### src/rtl/gpu_host_pkg.sv
// Shared definitions for the host command path into the GPU control register bank:
// opcodes, decoder state encoding and the default bus address width.
package gpu_host_pkg;

   localparam int DEFAULT_ADDR_W = 20;

   localparam logic [7:0] OP_WRITE = 8'h01;
   localparam logic [7:0] OP_READ  = 8'h02;
   localparam logic [7:0] OP_PING  = 8'h03;

   // ADDR2..WDATA are the states that take bytes from the host and can time out;
   // RREQ..PING wait on the register bank or on the host link.
   typedef enum logic [3:0] {
      ST_IDLE  = 4'd0,
      ST_ADDR2 = 4'd1,
      ST_ADDR1 = 4'd2,
      ST_ADDR0 = 4'd3,
      ST_COUNT = 4'd4,
      ST_WDATA = 4'd5,
      ST_RREQ  = 4'd6,
      ST_RWAIT = 4'd7,
      ST_RSEND = 4'd8,
      ST_PING  = 4'd9
   } state_t;

endpackage

### src/rtl/host_cmd_decoder.sv
// Host byte-stream command decoder. Parses framed WRITE / READ / PING commands
// from the host link and turns them into single-cycle register-bank strobes,
// returning read data and ping replies on the tx byte stream.
module host_cmd_decoder
   import gpu_host_pkg::*;
#(
   parameter int         ADDR_W      = DEFAULT_ADDR_W,
   parameter int         TIMEOUT_CYC = 1000000,
   parameter logic [7:0] PING_RESP   = 8'hA5
) (
   input  logic              clk,
   input  logic              rst,
   input  logic [7:0]        rx_data,
   input  logic              rx_valid,
   output logic              rx_ready,
   output logic [7:0]        tx_data,
   output logic              tx_valid,
   input  logic              tx_ready,
   output logic              we,
   output logic              rd_req,
   output logic [ADDR_W-1:0] addr,
   output logic [7:0]        wdata,
   input  logic [7:0]        rd_data,
   output logic              timeout_p,
   output logic              bad_op_p
);

   // The counter only has to reach TIMEOUT_CYC-1; the abort fires on the next idle clock.
   localparam int                TO_W     = (TIMEOUT_CYC > 1) ? $clog2(TIMEOUT_CYC) : 1;
   localparam logic [TO_W-1:0]   TO_LAST  = TO_W'(TIMEOUT_CYC - 1);
   localparam logic [TO_W-1:0]   TO_ONE   = TO_W'(1);
   localparam logic [ADDR_W-1:0] ADDR_ONE = ADDR_W'(1);

   state_t              state_q, state_d;
   logic [ADDR_W-1:0]   cur_addr_q, cur_addr_d;   // running address of the command
   logic [8:0]          rem_q, rem_d;             // bytes left in the command (1..256)
   logic                is_wr_q, is_wr_d;         // command is WRITE (else READ)
   logic [TO_W-1:0]     to_cnt_q, to_cnt_d;
   logic [7:0]          tx_data_q, tx_data_d;
   logic                tx_valid_q, tx_valid_d;
   logic                we_q, we_d;
   logic                rd_req_q, rd_req_d;
   logic [ADDR_W-1:0]   addr_q, addr_d;
   logic [7:0]          wdata_q, wdata_d;
   logic                timeout_q, timeout_d;
   logic                bad_op_q, bad_op_d;

   logic                rx_fire;
   logic                tx_fire;
   logic                in_rx_state;

   assign in_rx_state = (state_q inside {ST_IDLE, ST_ADDR2, ST_ADDR1, ST_ADDR0, ST_COUNT, ST_WDATA});
   assign rx_ready    = in_rx_state;
   assign rx_fire     = rx_valid && in_rx_state;
   assign tx_fire     = tx_valid_q && tx_ready;

   assign tx_data   = tx_data_q;
   assign tx_valid  = tx_valid_q;
   assign we        = we_q;
   assign rd_req    = rd_req_q;
   assign addr      = addr_q;
   assign wdata     = wdata_q;
   assign timeout_p = timeout_q;
   assign bad_op_p  = bad_op_q;

   // Next-state, strobe and timeout logic for the command parser.
   always_comb begin
      state_d    = state_q;
      cur_addr_d = cur_addr_q;
      rem_d      = rem_q;
      is_wr_d    = is_wr_q;
      to_cnt_d   = to_cnt_q;
      tx_data_d  = tx_data_q;
      tx_valid_d = tx_valid_q;
      addr_d     = addr_q;
      wdata_d    = wdata_q;
      we_d       = 1'b0;
      rd_req_d   = 1'b0;
      timeout_d  = 1'b0;
      bad_op_d   = 1'b0;

      case (state_q)
         ST_IDLE: begin
            to_cnt_d = '0;
            if (rx_fire) begin
               case (rx_data)
                  OP_WRITE: begin
                     is_wr_d = 1'b1;
                     state_d = ST_ADDR2;
                  end
                  OP_READ: begin
                     is_wr_d = 1'b0;
                     state_d = ST_ADDR2;
                  end
                  OP_PING: begin
                     tx_data_d  = PING_RESP;
                     tx_valid_d = 1'b1;
                     state_d    = ST_PING;
                  end
                  default: bad_op_d = 1'b1;
               endcase
            end
         end

         // Upper nibble of A2 is ignored; the byte lands in bits [19:16].
         ST_ADDR2: begin
            if (rx_fire) begin
               cur_addr_d = ADDR_W'({rx_data[3:0], 16'h0000});
               state_d    = ST_ADDR1;
            end
         end

         ST_ADDR1: begin
            if (rx_fire) begin
               cur_addr_d = cur_addr_q | ADDR_W'({rx_data, 8'h00});
               state_d    = ST_ADDR0;
            end
         end

         ST_ADDR0: begin
            if (rx_fire) begin
               cur_addr_d = cur_addr_q | ADDR_W'(rx_data);
               state_d    = ST_COUNT;
            end
         end

         // A count byte of zero encodes a 256-byte transfer.
         ST_COUNT: begin
            if (rx_fire) begin
               rem_d = (rx_data == 8'h00) ? 9'd256 : {1'b0, rx_data};
               if (is_wr_q) begin
                  state_d = ST_WDATA;
               end else begin
                  rd_req_d = 1'b1;
                  addr_d   = cur_addr_q;
                  state_d  = ST_RREQ;
               end
            end
         end

         ST_WDATA: begin
            if (rx_fire) begin
               we_d       = 1'b1;
               wdata_d    = rx_data;
               addr_d     = cur_addr_q;
               cur_addr_d = cur_addr_q + ADDR_ONE;
               rem_d      = rem_q - 9'd1;
               if (rem_q == 9'd1) begin
                  state_d = ST_IDLE;
               end
            end
         end

         // rd_req is high during this state; data arrives in RWAIT.
         ST_RREQ: begin
            state_d = ST_RWAIT;
         end

         ST_RWAIT: begin
            tx_data_d  = rd_data;
            tx_valid_d = 1'b1;
            state_d    = ST_RSEND;
         end

         ST_RSEND: begin
            if (tx_fire) begin
               tx_valid_d = 1'b0;
               cur_addr_d = cur_addr_q + ADDR_ONE;
               rem_d      = rem_q - 9'd1;
               if (rem_q == 9'd1) begin
                  state_d = ST_IDLE;
               end else begin
                  rd_req_d = 1'b1;
                  addr_d   = cur_addr_q + ADDR_ONE;
                  state_d  = ST_RREQ;
               end
            end
         end

         ST_PING: begin
            if (tx_fire) begin
               tx_valid_d = 1'b0;
               state_d    = ST_IDLE;
            end
         end

         default: begin
            state_d    = ST_IDLE;
            tx_valid_d = 1'b0;
         end
      endcase

      // Inter-byte timeout: only while the host owes us bytes of an open command.
      if (state_q inside {ST_ADDR2, ST_ADDR1, ST_ADDR0, ST_COUNT, ST_WDATA}) begin
         if (rx_fire) begin
            to_cnt_d = '0;
         end else if (to_cnt_q == TO_LAST) begin
            to_cnt_d  = '0;
            timeout_d = 1'b1;
            state_d   = ST_IDLE;
         end else begin
            to_cnt_d = to_cnt_q + TO_ONE;
         end
      end
   end

   // State and output registers; reset drops any command in flight.
   always_ff @(posedge clk) begin
      if (rst) begin
         state_q    <= ST_IDLE;
         cur_addr_q <= '0;
         rem_q      <= '0;
         is_wr_q    <= 1'b0;
         to_cnt_q   <= '0;
         tx_data_q  <= '0;
         tx_valid_q <= 1'b0;
         we_q       <= 1'b0;
         rd_req_q   <= 1'b0;
         addr_q     <= '0;
         wdata_q    <= '0;
         timeout_q  <= 1'b0;
         bad_op_q   <= 1'b0;
      end else begin
         state_q    <= state_d;
         cur_addr_q <= cur_addr_d;
         rem_q      <= rem_d;
         is_wr_q    <= is_wr_d;
         to_cnt_q   <= to_cnt_d;
         tx_data_q  <= tx_data_d;
         tx_valid_q <= tx_valid_d;
         we_q       <= we_d;
         rd_req_q   <= rd_req_d;
         addr_q     <= addr_d;
         wdata_q    <= wdata_d;
         timeout_q  <= timeout_d;
         bad_op_q   <= bad_op_d;
      end
   end

endmodule

### config.mk
export PLATFORM = sky130hd
export DESIGN_NAME = host_cmd_decoder
export DESIGN_NICKNAME = d
export VERILOG_FILES = /design/src/rtl/gpu_host_pkg.sv /design/src/rtl/host_cmd_decoder.sv
export SDC_FILE = /design/constraint.sdc
export NUM_CORES = 1
export LEC_CHECK = 0
export ABC_AREA = 1
export CAP_MARGIN = 15
export CORE_MARGIN = 3
export CORE_UTILIZATION = 35
export CTS_CLUSTER_DIAMETER = 60
export CTS_CLUSTER_SIZE = 30
export DETAILED_ROUTE_END_ITERATION = 8
export PLACE_DENSITY_LB_ADDON = 0.1
export SYNTH_ARGS = -nofsm -noshare
export SYNTH_HDL_FRONTEND = slang
export SYNTH_SLANG_ARGS = --single-unit
### constraint.sdc
create_clock -name clk -period 1.8 [get_ports clk]
set_input_delay 0.36 -clock clk [delete_from_list [all_inputs] [get_ports clk]]
set_output_delay 0.36 -clock clk [all_outputs]
set_load 0.03 [all_outputs]
==> results of run 1 <==
-- where the power goes --
group	total (W)	internal, W	switching (W)
Clock	0.00184	0.00101	0.000831
Sequential	0.00211	0.00211	0.00000469
Combinational	0.000237	0.000103	0.000134
Total	0.00419	0.00322	0.000970
-- repair_timing --
item / 4_1_cts / 5_1_grt
gates resized for setup: 1 / 29
setup endpoints to repair: 6 / 55
gates cloned: 0 / 0
setup buffers: 0 / 1
pin swaps: 0 / 4
-- per-stage QoR --
step / util / std cells
detailed placement: 0.462 / 1189
global route: 0.486 / 1206
finish: 0.486 / 1206
CTS: 0.481 / 1205
global placement: 0.462 / 1189
floorplan: - / 882
-- cell families (layout without fill, tap and decap cells) --
family / after synthesis / count (layout)
AND/OR/NAND/NOR: 484 / 484
AO/OA/AOI/OAI: 145 / 145
buffers and inverters: 137 / 277
flip-flops: 95 / 95
XOR/XNOR: 17 / 17
adder cells (fa/ha/maj): 4 / 4
-- synthesized netlist by cell type, drive strengths merged, types with 2 or more instances --
library cell / number
o22ai: 3
a21oi: 63
o21bai: 2
nor3: 13
xnor2: 4
dfxtp: 95
clkinv: 2
inv: 106
nor2: 146
buf: 10
clkbuf: 19
xor2: 13
ha: 4
nand3: 67
nor4: 2
nand4: 20
o21ai: 76
nand2: 234
-- cells in the final DEF (no fill, tap or decap), types with 7 or more instances in the layout --
cell type / instances
clkbuf_16: 9
nor3_1: 12
nand4_1: 20
nor2_1: 136
buf_4: 89
dfxtp_1: 92
o21ai_0: 67
a21oi_1: 60
clkdlybuf4s50_1: 59
o21ai_1: 7
inv_1: 99
nand2_1: 225
xor2_1: 13
nand3_1: 65
-- flip-flops by register name (all words and copies together) (netlist names), 4 cells and up --
signal / count
wdata: 8
rem_q: 9
cur_addr_q: 20
addr: 20
tx_data: 8
state_q: 4
to_cnt_q: 20
-- layout make-up --
class,instances,area share
flip-flops and latches,95,0.264
clock inverters,3,0.00243
repair buffers,153,0.185
inverters,108,0.0565
multi-input cells,650,0.424
clock buffers,13,0.0361
well taps,184,0.0319
-- path summary, 6_finish.rpt --
| kind | start | to | slack [ns] | cells after the start |
|---|---|---|---|---|
| hold / removal | rst | to_cnt_q[7]$_SDFFE_PP0P_ | 0.39 | 2 |
| setup reg to reg | state_q[1]$_SDFF_PP0_ | cur_addr_q[17]$_SDFFE_PP0P_ | 0.07 | 9 |
| hold reg to reg | tx_data[5]$_SDFFE_PP0P_ | tx_data[5]$_SDFFE_PP0P_ | 0.45 | 2 |
| setup / recovery | wdata[2]$_SDFFE_PP0P_ | wdata[2] | 0.05 | 1 |
-- per-layer routing --
metal,track usage,part of all wire,up-vias
met5,0,0,-
met4,0.0635,0.016,0
met3,0.0232,0.034,16
met2,0.312,0.43,117
met1,0.301,0.52,2560
li1,-,-,3096
==> results.md, run 1 <==
- HP Class: in -> reg
- CTS tree: done
- Total CTS buffers: 9
- Cell count after synthesis: slightly below 900
- Least-Margin Pin Slew: 0.360 ns
- Status: finished, final reports clean
- Row count: 44
- MaxCap Viol Count: 0
- Overall via count from detail_route: 5,789
- Asr flop ratio synth: 0
- Max IR drop VDD: 0.000372 V
- First-pass GRT wire length: 27,300 um
- Final hold vios: 0
- Filler instances: between 1,500 and 2,000
- Critical-path cell list: clkdlybuf4s50_1
- Die area: 0.0171 sq mm
- Vias in the first global route: between 5,000 and 6,000
- Synth Area in Compound Gates: 0.141
- Final Cycle Share: 0.971
- Cell Pwr Density: 580 mW/mm^2
- Post-Synth Simple-Gate Area: 0.374
- Post-synthesis mux area share: 0
- Post-synth EDFFs: 0
- Worst slew margin: 0.758
- Worst path slowest cell: clkdlybuf4s50_1
- Post-DP HPWL: 12,800 um
- Crit path buf inv count: 1
- Port buffer count: 61
- Synth area leader: dfxtp_1
- Post-synthesis sequential area ratio: 0.349
- Tot Pwr: 0.00419 W
- Synth Area in XOR/XNOR: 0.0274
- Drt total wl: roughly 17,000 um
- Worst hold slack: 0.393 ns
- CTS root buffer: clkbuf_16
- Synth Register Bits: 95
- CP max FO: 2
- GRT Total Usage: 0.204
- Nets: 1,041
- Area taken by multi-input logic gates: 0.00306 sq mm
- DRC viols: 0
- Worst Path Required: between 1 and 1.5 ns
- Final Instance Area: 0.00722 sq mm
- Post-synth cell types: 34
- Placer Congestion: between 0.8 and 0.9
- Gr ovfl total: 0
- LEAKAGE: 3.06 nW
- Share of layout cells above drive strength 1: 0.143
- Max clock buf depth: 2
- Final ANT Viol Nets: 0
- Type of origin of the critical path: flip-flop
- Final setup fails: 0
- Core area: 0.0149 sq mm
- Main combinational cell family by area after synthesis: simple AND/OR/NAND/NOR gates
- CP peak stage delay: 0.69 ns
- Post-CTS Hold Fix Bufs: 0
- Yosys top cell area share: 0.349
- Largest net degree at the start of global routing: 43
- Pre-CTS setup slack: -0.272 ns
- Max Slew Vio Count: 0
- TritonRoute pass-1 iters: 4
- Clock slew at reported path FFs: roughly 0.07 ns
- Avg Inst Size Synth: approximately 6.2 sq um
- Drt initial violations: 357
- Critical path class: reg -> out
- H-Tree Depth: 3
- Sequential standard cell area: 0.00191 sq mm
- Clk sinks: 95
- Largest delay contributor family on the critical path: buffers and inverters
- Die W: between 100 and 150 um
- Wire per inst: 14.1 um
- Die Y-Extent: ~130 um
- N_diodes: 0
- Worst Path Arrival: 1.39 ns
- Worst Clk Skew: 0.00893 ns
- Final worst slack: 0.0522 ns
- Placement-stage cell area: 0.00686 sq mm
- Minimum clock period: 1.75 ns
- Max Clk Rate: 572 MHz
- YS warnings: 0
- Critical path endpoint category: output port
- Synthesized area: 0.00544 sq mm
- # IOs: between 60 and 70
- Post-Synth Adder-Cell Area: 0.00920
- P&R area growth vs syn: 32.6%
- RSZ-0062 raised after global routing: yes
- Setup_tns: 0 ns
- Post-DR vias/cell: approximately 4.8
- Syn Nets: 906
- Synth Flop Type: dfxtp_1
- Initial Utilization: 0.366
- Top cells by area, synth: dfxtp_1 (35%), nand2_1 (16%), nor2_1 (9.8%)
- Clock latency on the worst-skew pair: about 0.35 ns
- Initial antenna violation count: 0
(Power assumes the default switching activity.)
==> run 2: changes to the inputs <==
CORE_MARGIN = default   (was 3)
==> run 2 against run 1 <==
Die area shrank 6.0%. First-iteration DRC count grew 5.0%. Non-clock buffer count shrank 1. Clock power grew 7%. Cell count grew 0.25%. Clock skew shrank 0.0022 ns. Register-to-register slack lost 0.03 ns. Count of clock-buffer cells in the layout shrank 1. Global-route usage grew 1.5 points. Routed wire length is essentially flat. Fmax shrank 0.86%. Critical path type is now reg -> reg. Largest power group unchanged.
==> results.md, run 2 (same netlist as run 1, synthesis figures left out) <==
- Worst Path Arrival: 2.01 ns (+0.62 ns)
- Gr ovfl total: 0 (unchanged)
- First-pass GRT wire length: 27,300 um (about the same)
- Final Cycle Share: 0.979 (+0.00841)
- Most used cell, CP: buf_4
- Max Clk Rate: 567 MHz (-0.86%)
- Row count: 45 (+2.3%)
- Setup crit end: state_q[0]$_SDFF_PP0_
- Largest net degree at the start of global routing: 43 (unchanged)
- Initial Utilization: 0.358 (-0.00814)
- Die Y-Extent: 127 um (-3.1%)
- CTS root buffer: clkbuf_16
- Initial antenna violation count: 0 (unchanged)
- Wire per inst: 14.0 um (-0.29%)
- TritonRoute pass-1 iters: 4 (unchanged)
- GRT Max-Usage Layer: met2
- Drt initial violations: 375 (+5.0%)
- Critical-path cell list: buf_4, a21oi_4, nand2_2, buf_4, buf_4, nor3_1, o21ai_0, nor2_1, nor2_1
- R2r endpoint: state_q[0]$_SDFF_PP0_
- LEAKAGE: 3.08 nW (+0.69%)
- Clock Power Share: 0.455 (+0.015)
- Max clock buf depth: 2 (unchanged)
- Post-DR vias/cell: 4.82 (+0.44%)
- Final ANT Viol Nets: 0 (unchanged)
- Dpl cells: 1,187 (-0.17%)
- N_diodes: 0 (unchanged)
- Core area: 0.0152 sq mm (+2.3%)
- Nets: 1,040 (-0.096%)
- Reg2reg path depth: 9 (unchanged)
- CP max FO: 5 (+3)
- Critical path class: reg -> reg
- CTS tree: done
- Worst Path Required: 2.05 ns (+0.61 ns)
- Clock slew at reported path FFs: 0.07 ns (about the same)
- Sw Share: 0.230 (-0.00120)
- Max IR drop VDD: 0.000475 V (+28%)
- H-Tree Depth: 3 (unchanged)
- Die W: 127 um (-3.1%)
- GRT met3 Usage: 0.0316 (+0.00846)
- RR Startpoint: state_q[1]$_SDFF_PP0_
- CP peak stage delay: 0.35 ns (-0.34 ns)
- NetSw: 0.000994 W (+2.4%)
- Post-CTS Hold Fix Bufs: 0 (unchanged)
- Drt total wl: 17,000 um (about the same)
- Clk sinks: 95 (unchanged)
- Crit path buf inv count: 3 (+2)
- Final setup fails: 0 (unchanged)
- Cell depth of the worst setup path: 9 (+8)
- Final Instance Area: 0.00724 sq mm (+0.31%)
- Port buffer count: 61 (unchanged)
- Type of origin of the critical path: flip-flop
- Commonest non-fill, non-tap cell in the layout: nand2_1
- Final hold vios: 0 (unchanged)
- Vias in the first global route: 5,289 (+0.076%)
- Worst slew margin: 0.722 (-0.0351)
- P&R area growth vs syn: 33.0%
- Overall via count from detail_route: 5,829 (+0.69%)
- GRT Total Usage: 0.219 (+0.0150)
- Total CTS buffers: 9 (unchanged)
- Commonest cells after routing, fill and taps aside: nand2_1 (225), nor2_1 (139), inv_1 (97)
- Final Non-Filler Cells: 1,209 (+0.25%)
- Status: finished, final reports clean
- RSZ-0062 raised after global routing: yes
- Die area: 0.0161 sq mm (-6.0%)
- Cell Pwr Density: 596 mW/mm^2 (+2.6%)
- Filler instances: 1,657 (+5.9%)
- Worst hold slack: 0.256 ns (-0.137 ns)
- Global Route met2 Usage: 0.328 (+0.0160)
- Crit path launch: state_q[1]$_SDFF_PP0_
- Worst path slowest cell: dfxtp_2
- Placement-stage cell area: 0.00685 sq mm (-0.22%)
- Largest delay contributor family on the critical path: simple AND/OR/NAND/NOR gates
- R2r setup slk: 0.04 ns (-0.03 ns)
- Final core occ: 0.476 (-0.00931)
- Least-Margin Pin Slew: 0.412 ns (+0.0521 ns)
- P_int: 0.00332 W (+3.1%)
- Critical path endpoint category: flip-flop
- Share of layout cells above drive strength 1: 0.141 (-0.00182)
- HP Class: in -> reg
- Worst Clk Skew: 0.00674 ns (-0.00219 ns)
- Flop pwr share: 0.489 (-0.015)
- Tot Pwr: 0.00431 W (+3.0%)
- Post-DP HPWL: 12,600 um (-1.7%)
- Met1 global-route usage: 0.316 (+0.0149)
- Logic pwr share: 0.056 (about the same)
- Clock latency on the worst-skew pair: 0.35 ns (about the same)
- Placer Congestion: 0.897 (+0.58%)
- DRC viols: 0 (unchanged)
- Max Slew Vio Count: 0 (unchanged)
- MaxCap Viol Count: 0 (unchanged)
- Minimum clock period: 1.76 ns (+0.0151 ns)
- # IOs: 62 (unchanged)
## run 2: cell count changes in the layout (fill, tap and decap cells not counted), sizes merged
cell / delta
clkinv: +1
buf: -1
dlymetal6s2s: +1
clkbuf: -1
inv: -1
bufinv: +1
clkdlybuf4s50: -1
## run 2: cell type report
type | count | area [sq um] | share of cell area
Sequential cell | 95 | 1910 | 0.264
Clock buffer | 12 | 246 | 0.0340
Inverter | 108 | 417 | 0.0575
Tap cell | 188 | 235 | 0.0325
Multi-Input combinational cell | 650 | 3040 | 0.419
Timing Repair Buffer | 152 | 1350 | 0.187
Clock inverter | 4 | 45.0 | 0.00622
## run 2: worst register-to-register path: stages (launching register included)
cell and delay, ns:
dfxtp_2 0.35, buf_4 0.15, a21oi_4 0.20, nand2_2 0.08
buf_4 0.14, buf_4 0.15, nor3_1 0.20, o21ai_0 0.18
nor2_1 0.16, nor2_1 0.05
## run 2: worst min-delay path by stage
stage	endpoint	depth (start not counted)	from	slack [ns]
after detailed placement	tx_data[5]$_SDFFE_PP0P_	2	tx_data[5]$_SDFFE_PP0P_	0.44
final	tx_data[1]$_SDFFE_PP0P_	2	rst	0.26
after global placement	tx_data[5]$_SDFFE_PP0P_	2	tx_data[5]$_SDFFE_PP0P_	0.44
after global routing	tx_data[1]$_SDFFE_PP0P_	2	rst	0.26
after CTS	tx_data[1]$_SDFFE_PP0P_	2	rst	0.25
after floorplan	rem_q[7]$_SDFFE_PP0P_	2	rem_q[7]$_SDFFE_PP0P_	0.44
## run 2: per-stage QoR
stage               setup slack (ns)  setup TNS [ns]
floorplan                     0.0359               0
global placement              -0.189           -6.47
detailed placement            -0.193           -6.38
CTS                           0.0162               0
global route                 -0.0339         -0.0509
finish                        0.0370               0
## run 2: power by group through the flow
stage                     logic (W)  registers (W)  clock network [W]
after CTS                  0.000239        0.00211            0.00202
final                      0.000241        0.00211            0.00196
after global routing       0.000260        0.00211            0.00210
after detailed placement   0.000238        0.00216                  0
after global placement     0.000240        0.00216                  0
after floorplan           0.0000877        0.00216                  0
## run 2: routing by layer
layer  vias to the layer above  wire [um]
met5                         -          0
met4                         0        328
met3                        21        712
met2                       134       7080
met1                      2582       8830
li1                       3092          -
## run 2: timing repair
action | 4_1_cts | 5_1_grt
resized for setup | 4 | 20
buffers inserted | 2 | 4
setup endpoints to repair | 16 | 60
pin swaps | 1 | 3
==> run 3: changes to the inputs <==
GPL_ROUTABILITY_DRIVEN = 0   (was default)
SLEW_MARGIN = 20   (was default)
clock period = 1.6 ns   (was 1.8 ns; I/O delays follow)
==> run 3 against run 2 <==
The flow now finishes with violations (setup timing). Count of clock-buffer cells in the layout down 1. Utilization up 7.2 points. Total power up 15%. Hold slack better by 0.044 ns. Sequential share of layout area down 3.3 points. Critical path type unchanged. Largest cell class unchanged.
==> results.md, run 3 (same netlist as run 1, synthesis figures left out) <==
- P&R area growth vs syn: 53.2%
- Total CTS buffers: 9 (unchanged)
- GRT Total Usage: 0.228 (+0.00868)
- CTS root buffer: clkbuf_16
- Max Clk Rate: 595 MHz (+5.0%)
- Max Slew Vio Count: 0 (unchanged)
- Worst Clk Skew: 0.00969 ns (+0.00295 ns)
- HP Class: in -> reg
- Clock slew at reported path FFs: 0.07 ns (about the same)
- Largest net degree at the start of global routing: 43 (unchanged)
- R2r endpoint: addr[0]$_SDFFE_PP0P_
- CTS tree: done
- Wire per inst: 14.3 um (+1.9%)
- Commonest non-fill, non-tap cell in the layout: nand2_1
- Crit path launch: state_q[1]$_SDFF_PP0_
- RR Startpoint: state_q[1]$_SDFF_PP0_
- TritonRoute pass-1 iters: 5 (+1)
- N_diodes: 0 (unchanged)
- CP max FO: 6 (+1)
- Overall via count from detail_route: 6,230 (+6.9%)
- Drt total wl: 18,200 um (+7.0%)
- Final worst slack: -0.0797 ns (-0.117 ns)
- Max clock buf depth: 2 (unchanged)
- Nets: 1,101 (+5.9%)
- Share of layout cells above drive strength 1: 0.291 (+0.150)
- Vias in the first global route: 5,668 (+7.2%)
- Filler instances: 1,571 (-5.2%)
- Minimum clock period: 1.68 ns (-0.0832 ns)
- Final Cycle Share: 1.05 (+0.0704)
- Critical path endpoint category: flip-flop
- Gr ovfl total: 0 (unchanged)
- Die Y-Extent: 127 um (unchanged)
- Max IR drop VDD: 0.000495 V (+4.2%)
- Failing checks: setup timing
- Worst slew margin: 0.788 (+0.0651)
- Core area: 0.0152 sq mm (unchanged)
- Reg2reg path depth: 10 (+1)
- # IOs: 62 (unchanged)
- Final Instance Area: 0.00834 sq mm (+15%)
- Post-DP HPWL: 12,800 um (+1.4%)
- Drt initial violations: 283 (-25%)
- Final ANT Viol Nets: 0 (unchanged)
- Die W: 127 um (unchanged)
- RSZ-0062 raised after global routing: yes
- Commonest cells after routing, fill and taps aside: nand2_1 (210), buf_4 (123), nor2_1 (111)
- Placement-stage cell area: 0.00724 sq mm (+5.7%)
- Worst Path Arrival: 1.93 ns (-0.08 ns)
- Die area: 0.0161 sq mm (unchanged)
- Clk sinks: 95 (unchanged)
- Post-DR vias/cell: 4.91 (+1.7%)
- Least-Margin Pin Slew: 0.316 ns (-0.0957 ns)
- H-Tree Depth: 3 (unchanged)
- Critical path class: reg -> reg
- Setup crit end: addr[0]$_SDFFE_PP0P_
- Final hold vios: 0 (unchanged)
- Initial Utilization: 0.358 (unchanged)
- Final setup fails: 28 (+28)
- MaxCap Viol Count: 0 (unchanged)
- First-pass GRT wire length: 28,700 um (+5.2%)
- R2r setup slk: -0.08 ns (-0.12 ns)
- DRC viols: 0 (unchanged)
- Worst Path Required: 1.85 ns (-0.20 ns)
- Worst hold slack: 0.300 ns (+0.0436 ns)
- Status: finished, violations left
- Port buffer count: 61 (unchanged)
- LEAKAGE: 3.68 nW (+19%)
- Post-CTS Hold Fix Bufs: 0 (unchanged)
- Type of origin of the critical path: flip-flop
- Initial antenna violation count: 0 (unchanged)
- Clock latency on the worst-skew pair: 0.36 ns (about the same)
- Row count: 45 (unchanged)
- Cell Pwr Density: 594 mW/mm^2 (-0.35%)
[run 3: cell count changes in the layout (fill, tap and decap cells not counted), moves of 13 or more]
cell             previous run  this run
clkdlybuf4s50_1            58        17
dlygate4sd2_1               0        41
buf_4                      87       123
nor2_1                    139       111
o21ai_0                    72        49
buf_6                       0        20
nand3_1                    66        46
nand3_2                     1        18
nand2_1                   225       210
nor2_2                      4        19
o21ai_2                     0        14
nor2_4                      2        15
[run 3: area by class of cell]
class	count	area [sq um]	share of cell area
clock buffer	11	253	0.0303
clock inverter	5	56.3	0.00675
inverter	108	432	0.0518
multi-input combinational	650	3520	0.423
sequential	95	1930	0.231
tap	188	235	0.0282
timing repair buffer	213	1910	0.229
[run 3: through the flow]
stage / utilization / power [W] / TNS, ns / cells / setup slack, ns
after global routing: 0.549 / 0.00513 / -4.87 / 1270 / -0.175
final: 0.549 / 0.00495 / -1.36 / 1270 / -0.0797
after detailed placement: 0.476 / 0.00270 / -19.45 / 1234 / -0.319
after global placement: 0.476 / 0.00270 / -17.18 / 1234 / -0.290
after CTS: 0.512 / 0.00500 / -0.717 / 1261 / -0.0660
after floorplan: - / 0.00253 / -1.93 / 882 / -0.126
[run 3: per-layer routing]
| metal | global-route usage | wire [um] | up-vias |
|---|---|---|---|
| li1 | - | - | 3218 |
| met1 | 0.322 | 8970 | 2847 |
| met5 | 0 | 0 | - |
| met3 | 0.0283 | 685 | 27 |
| met4 | 0.0805 | 364 | 0 |
| met2 | 0.356 | 8130 | 138 |
[run 3: how the worst min path moves through the flow]
| stage | from | end | slack [ns] | depth (start not counted) |
|---|---|---|---|---|
| 6_report | rst | timeout_p$_SDFF_PP0_ | 0.30 | 2 |
| 4_1_cts | rst | timeout_p$_SDFF_PP0_ | 0.29 | 2 |
| 2_1_floorplan | rem_q[7]$_SDFFE_PP0P_ | rem_q[7]$_SDFFE_PP0P_ | 0.44 | 2 |
| 3_5_place_dp | tx_data[0]$_SDFFE_PP0P_ | tx_data[0]$_SDFFE_PP0P_ | 0.44 | 2 |
| 5_1_grt | rst | to_cnt_q[4]$_SDFFE_PP0P_ | 0.33 | 2 |
| 3_3_place_gp | tx_data[2]$_SDFFE_PP0P_ | tx_data[2]$_SDFFE_PP0P_ | 0.43 | 2 |
[run 3: where the power goes]
| part | switching, W | total [W] | internal, W |
|---|---|---|---|
| combinational | 0.000167 | 0.000297 | 0.000131 |
| clock | 0.000986 | 0.00228 | 0.00130 |
| sequential | 0.00000572 | 0.00237 | 0.00237 |
| total | 0.00116 | 0.00495 | 0.00379 |
[run 3: what timing repair did]
item / CTS / global route
resized for setup: 108 / 142
pin swaps: 9 / 28
endpoints found under the setup margin: 103 / 83
setup buffers: 9 / 9
cloned: 2 / 2
[run 3: worst max-delay path: stages, from the launching register on]
cell       delay (ns)
dfxtp_4          0.37
buf_6            0.12
a21oi_4          0.16
nand2_2          0.10
nand2_2          0.07
nand2_2          0.06
nor2_4           0.16
nand2_4          0.17
clkbuf_16        0.21
o21ai_2          0.10
nor2_1           0.04
